[config.mk]
export PLATFORM = sky130hd
export DESIGN_NAME = r_ptr_empty_ctrl
export DESIGN_NICKNAME = d
export VERILOG_FILES = /design/src/rtl/r_ptr_empty_ctrl.sv
export SDC_FILE = /design/constraint.sdc
export NUM_CORES = 1
export LEC_CHECK = 0
export CAP_MARGIN = 20
export CORE_ASPECT_RATIO = 1.25
export CORE_MARGIN = 3
export CORE_UTILIZATION = 42
export CTS_BUF_LIST = sky130_fd_sc_hd__clkbuf_8
export CTS_CLUSTER_DIAMETER = 40
export DETAILED_ROUTE_END_ITERATION = 10
export HOLD_SLACK_MARGIN = 0.02
export PLACE_DENSITY = 0.82
export SYNTH_ARGS = -nofsm -noshare
export SYNTH_HDL_FRONTEND = slang
export SYNTH_SLANG_ARGS = --single-unit
[constraint.sdc]
create_clock -name r_clk -period 3.25 [get_ports r_clk]
set_input_delay 0.65 -clock r_clk [delete_from_list [all_inputs] [get_ports r_clk]]
set_output_delay 0.65 -clock r_clk [all_outputs]
set_load 0.005 [all_outputs]
[src/rtl/r_ptr_empty_ctrl.sv]
// Read-side pointer, empty flag and fill-level controller for an async FIFO.
// Optional level sanity check enabled with `define R_LEVEL_CHECK_EN (adds r_level_err).
module r_ptr_empty_ctrl #(
    parameter int ADDR_WIDTH = 4,
    parameter bit AE_RESET   = 1'b1
) (
    input  logic                  r_clk,
    input  logic                  r_rst,
    input  logic                  r_inc,
    input  logic [ADDR_WIDTH:0]   r_q2_w_ptr,
    input  logic [ADDR_WIDTH:0]   r_ae_thresh,
    input  logic                  r_err_clr,
    output logic                  r_rd_en,
    output logic [ADDR_WIDTH-1:0] r_addr,
    output logic [ADDR_WIDTH:0]   r_ptr,
    output logic                  r_empty,
    output logic                  r_almost_empty,
    output logic [ADDR_WIDTH:0]   r_level,
    output logic                  r_underflow,
    output logic                  r_underflow_sticky
`ifdef R_LEVEL_CHECK_EN
    ,
    output logic                  r_level_err
`endif
);

    localparam int PW = ADDR_WIDTH + 1;
    localparam logic [PW-1:0] DEPTH = {1'b1, {ADDR_WIDTH{1'b0}}};

    logic [PW-1:0] bin_q;
    logic [PW-1:0] bin_d;
    logic [PW-1:0] gray_d;
    logic [PW-1:0] w_bin;
    logic [PW-1:0] level_d;
    logic          empty_d;
    logic          ae_d;
    logic          sticky_d;

    // Gray-to-binary: each bit is the XOR of itself and all higher Gray bits.
    genvar gi;
    generate
        for (gi = 0; gi < PW; gi++) begin : g_gray2bin
            assign w_bin[gi] = ^r_q2_w_ptr[PW-1:gi];
        end
    endgenerate

    assign r_rd_en  = r_inc & ~r_empty;
    assign bin_d    = bin_q + {{ADDR_WIDTH{1'b0}}, r_rd_en};
    assign gray_d   = (bin_d >> 1) ^ bin_d;
    assign level_d  = w_bin - bin_d;
    assign ae_d     = (level_d <= r_ae_thresh);
    assign sticky_d = (r_inc & r_empty) | (r_underflow_sticky & ~r_err_clr);
    assign r_addr   = bin_q[ADDR_WIDTH-1:0];

`ifdef R_LEVEL_CHECK_EN
    logic level_err_d;
    // A level above DEPTH means the synchronised write pointer is corrupt; hold the FIFO empty.
    assign level_err_d = r_level_err | (level_d > DEPTH);
    assign empty_d     = (gray_d == r_q2_w_ptr) | level_err_d;

    always_ff @(posedge r_clk) begin
        if (r_rst) begin
            r_level_err <= 1'b0;
        end else begin
            r_level_err <= level_err_d;
        end
    end
`else
    assign empty_d = (gray_d == r_q2_w_ptr);
`endif

    always_ff @(posedge r_clk) begin
        if (r_rst) begin
            bin_q              <= '0;
            r_ptr              <= '0;
            r_empty            <= 1'b1;
            r_level            <= '0;
            r_almost_empty     <= AE_RESET;
            r_underflow        <= 1'b0;
            r_underflow_sticky <= 1'b0;
        end else begin
            bin_q              <= bin_d;
            r_ptr              <= gray_d;
            r_empty            <= empty_d;
            r_level            <= level_d;
            r_almost_empty     <= ae_d;
            r_underflow        <= r_inc & r_empty;
            r_underflow_sticky <= sticky_d;
        end
    end

endmodule

==> results_tabular.tex <==
\begin{tabular}{lr}
\hline
Metric & Value \\
\hline
\multicolumn{2}{l}{\textbf{Run status}} \\
Status & completed \\
\multicolumn{2}{l}{\textbf{Synthesis}} \\
Count of flip-flops with a built-in enable after synthesis & 0 \\
Fraction of registers with async set/reset & 0\% \\
Post-Syn Area per Cell & 10.3 um\^{}2 \\
Most used standard cell by instance count after synthesis & dfxtp\_1 \\
Net count after synthesis & 124 \\
Seq cells post-synth & 18 \\
Yosys synthesis warning count & 0 \\
Commonest cells in the netlist & dfxtp\_1 (18), nor2\_1 (12), ha\_1 (10), inv\_1 (10), xor2\_1 (9) \\
Synthesized instance count & 99 \\
Most area-consuming cells after synthesis & dfxtp\_1 (35\%), ha\_1 (12\%), xor2\_1 (7.7\%) \\
Sequential element share of the synthesized area & 35.4\% \\
Number of unique standard cell types used by synthesis & 27 \\
Cell type with the largest total area after synthesis & dfxtp\_1 \\
Area share of the leading cell type in the synthesized netlist & 35.4\% \\
Predominant post-synthesis flop cell & dfxtp\_1 \\
Combined area of all synthesized cells & 1020 um\^{}2 \\
\multicolumn{2}{l}{\textbf{Worst hold path}} \\
Worst hold stages & 2 \\
Worst hold-check path type & register to register \\
WHS Endpoint & r\_underflow\_sticky \\
Hold Path Origin & r\_underflow\_sticky \\
\multicolumn{2}{l}{\textbf{Power and ir drop}} \\
Total power of the final layout & 0.000674 W \\
Total net switching power & 0.000179 W \\
Worst IR drop on VDD & 247 uV \\
Part of the total power dissipated in sequential elements & 37.2\% \\
Cell leakage power & 0.715 nW \\
Clk network pwr share & 25.8\% \\
Net switching share of the total power & 26.5\% \\
Share of power burned in combinational logic & 37.0\% \\
Pwr Density & 419 nW/um\^{}2 \\
Internal cell power & 0.000496 W \\
\multicolumn{2}{l}{\textbf{Setup path}} \\
Critical-path maximum fanout & 2 \\
Worst r2r dst & r\_almost\_empty \\
Launch point of the worst reg-to-reg path & bin\_q[0] \\
Slack of the worst reg-to-reg path & 0.64 ns \\
Startpoint type of the worst setup path & input pin \\
Path depth of the worst reg2reg path & 11 \\
Critical path data arrival time & 3.29 ns \\
Endpoint type of the worst setup path & register \\
Data required time of the worst path & 3.43 ns \\
Kind of critical path & input pin to register \\
\multicolumn{2}{l}{\textbf{Clocking}} \\
Worst-Skew Late Latency & 0.24 ns \\
Number of buffers inserted by hold repair at cts & 0 \\
Number of buffers added by the clock tree synthesis step & 3 \\
Clk sink count & 18 \\
H-tree Lvls & 1 \\
Clock Tree Root & clkbuf\_8 \\
CTS tree & done \\
Maximum count of clock buffers along a single path & 2 \\
Clock-pin slew on the worst setup and hold paths & 0.06 ns \\
\multicolumn{2}{l}{\textbf{Floorplanning}} \\
Die Wd & 50.0 um \\
Placement Rows & 19 \\
Area of the placeable core & 2260 um\^{}2 \\
Starting density of the core & 45.1\% \\
Ports placed on the boundary & 33 \\
Die Area & 3060 um\^{}2 \\
Height of the die & 61.1 um \\
\multicolumn{2}{l}{\textbf{Timing}} \\
Actual slew at the worst max-slew pin & 0.640 ns \\
Final period utilization & 95.6\% \\
\# setup viols final & 0 \\
Headroom to the max-slew limit & 57.2\% \\
Final Hold Fails & 0 \\
Clock period minus final worst setup slack & 3.11 ns \\
Worst clock skew & 0.00110 ns \\
Number of pins exceeding their max-slew limit in the final report & 0 \\
Maximum clock frequency & 322 MHz \\
TNS Setup & 0 ns \\
\multicolumn{2}{l}{\textbf{Drt}} \\
Via count & 796 \\
Residual DRC count & 0 \\
Drt first pass iters & 4 \\
Number of nets with antenna violations after detailed routing & 0 \\
Detail-routed via count per cell & 4.45 \\
Average detailed-routed wire length per instance & 12.0 um \\
Routed Wire Length & 2150 um \\
Count of routing violations after the opening detailed-route iteration & 17 \\
\multicolumn{2}{l}{\textbf{Layout}} \\
Area growth syn-to-layout & 57.9\% \\
Fill cells & 169 \\
Number of inserted diodes & 0 \\
Final design utilization & 71.2\% \\
Ratio of cells with drive above 1 in the final layout & 27.0\% \\
Finished Cell Area & 1610 um\^{}2 \\
\# nets final & 174 \\
\multicolumn{2}{l}{\textbf{Global route}} \\
Largest net degree at the start of global routing & 19 \\
Total track usage & 15.2\% \\
Global route total overflow & 0 \\
Wire length of the first global-routing pass & 3500 um \\
Vias in the first global route & 801 \\
Initial antenna violation count & 0 \\
\multicolumn{2}{l}{\textbf{Placed design}} \\
Final estimated routing congestion in global placement & 0.800 \\
Hpwl dp & 1680 um \\
Cell area reported after detailed placement & 1480 um\^{}2 \\
Port Buffers & 32 \\
\multicolumn{2}{l}{\textbf{Run}} \\
Max Cap Violations & 0 \\
\hline
\end{tabular}
power groups by stage:
stage	combinational (W)	clock, W	sequential [W]
finish	0.000249	0.000174	0.000251
global route	0.000278	0.000187	0.000253
CTS	0.000231	0.000177	0.000251
detailed placement	0.000225	0	0.000256
global placement	0.000216	0	0.000254
floorplan	0.000120	0	0.000257
state kept, by name (all words and copies together), names as in the netlist:
| signal | flops |
|---|---|
| r_underflow_sticky | 1 |
| r_almost_empty | 1 |
| r_underflow | 1 |
| bin_q | 4 |
| r_empty | 1 |
| r_level | 5 |
| r_ptr | 5 |
metrics by stage:
step / cells / hold WS, ns / setup WS (ns)
floorplan: 99 / 0.466 / 0.0331
global placement: 174 / 0.458 / -0.454
detailed placement: 174 / 0.464 / -0.570
CTS: 179 / 0.475 / 0.00459
global route: 179 / 0.515 / -0.0158
finish: 179 / 0.472 / 0.142
worst max-delay path, stage by stage:
cell	delay (ns)
clkdlybuf4s15_1	0.21
xor2_2	0.18
xnor2_2	0.22
xor2_2	0.18
xor2_1	0.18
ha_2	0.22
fa_2	0.45
inv_2	0.08
ha_4	0.19
nor2b_1	0.12
o21a_1	0.16
o21a_1	0.16
o21a_1	0.16
o21ai_1	0.11
final cells by class:
type / count / area [um^2] / share of cell area, %
timing repair buffer: 47 / 427 / 26.5
tap: 31 / 38.8 / 2.41
multi-input combinational: 69 / 689 / 42.9
clock buffer: 4 / 55.1 / 3.42
sequential: 18 / 360 / 22.4
inverter: 10 / 37.5 / 2.33
how the worst max path moves through the flow:
stage | endpoint | slack [ns] | cells past startpoint | from
final | r_almost_empty | 0.14 | 14 | r_q2_w_ptr[3]
after global routing | r_almost_empty | -0.02 | 15 | r_q2_w_ptr[3]
after CTS | r_almost_empty | 0.005 | 14 | r_q2_w_ptr[3]
after detailed placement | r_almost_empty | -0.57 | 14 | r_q2_w_ptr[3]
after global placement | r_almost_empty | -0.45 | 14 | r_q2_w_ptr[3]
after floorplan | r_almost_empty | 0.03 | 13 | r_q2_w_ptr[4]
timing repair:
item | 4_1_cts | 5_1_grt
setup endpoints to repair | 1 | 1
gates resized for setup | 6 | 14
buffers inserted | 1 | 0
pin swaps | 2 | 9
kinds of logic after synthesis:
| kind of cell | Yosys count | share of synthesized area [%] |
|---|---|---|
| DFF | 18 | 35.4 |
| adders and majority gates | 11 | 14.3 |
| and+or+nand+nor | 25 | 14.4 |
| AOI/OAI and AO/OA | 11 | 7.25 |
| buffers and inverters | 12 | 4.42 |
| xor gates and xnor gates | 22 | 24.3 |
placed cells by master (no fill, tap or decap), drive strengths merged, types with 2 or more instances in the layout:
master / synthesis / layout
clkdlybuf4s50: 0 / 29
dfxtp: 18 / 18
buf: 0 / 15
nor2: 12 / 12
xor2: 12 / 12
inv: 10 / 10
ha: 10 / 10
xnor2: 9 / 9
nor2b: 6 / 6
clkbuf: 2 / 5
o21a: 3 / 3
a21oi: 3 / 3
a21o: 2 / 2
and2: 2 / 2
metal layers:
| metal | GRT usage [%] | share of wire (%) | vias up |
|---|---|---|---|
| met1 | 18.1 | 42 | 364 |
| met2 | 27.4 | 53 | 19 |
| met3 | 2.42 | 3.4 | 2 |
| met5 | 0 | 0 | - |
| met4 | 5.93 | 1.2 | 0 |
| li1 | - | - | 411 |
No activity file was read; power rests on OpenSTA's default activity.
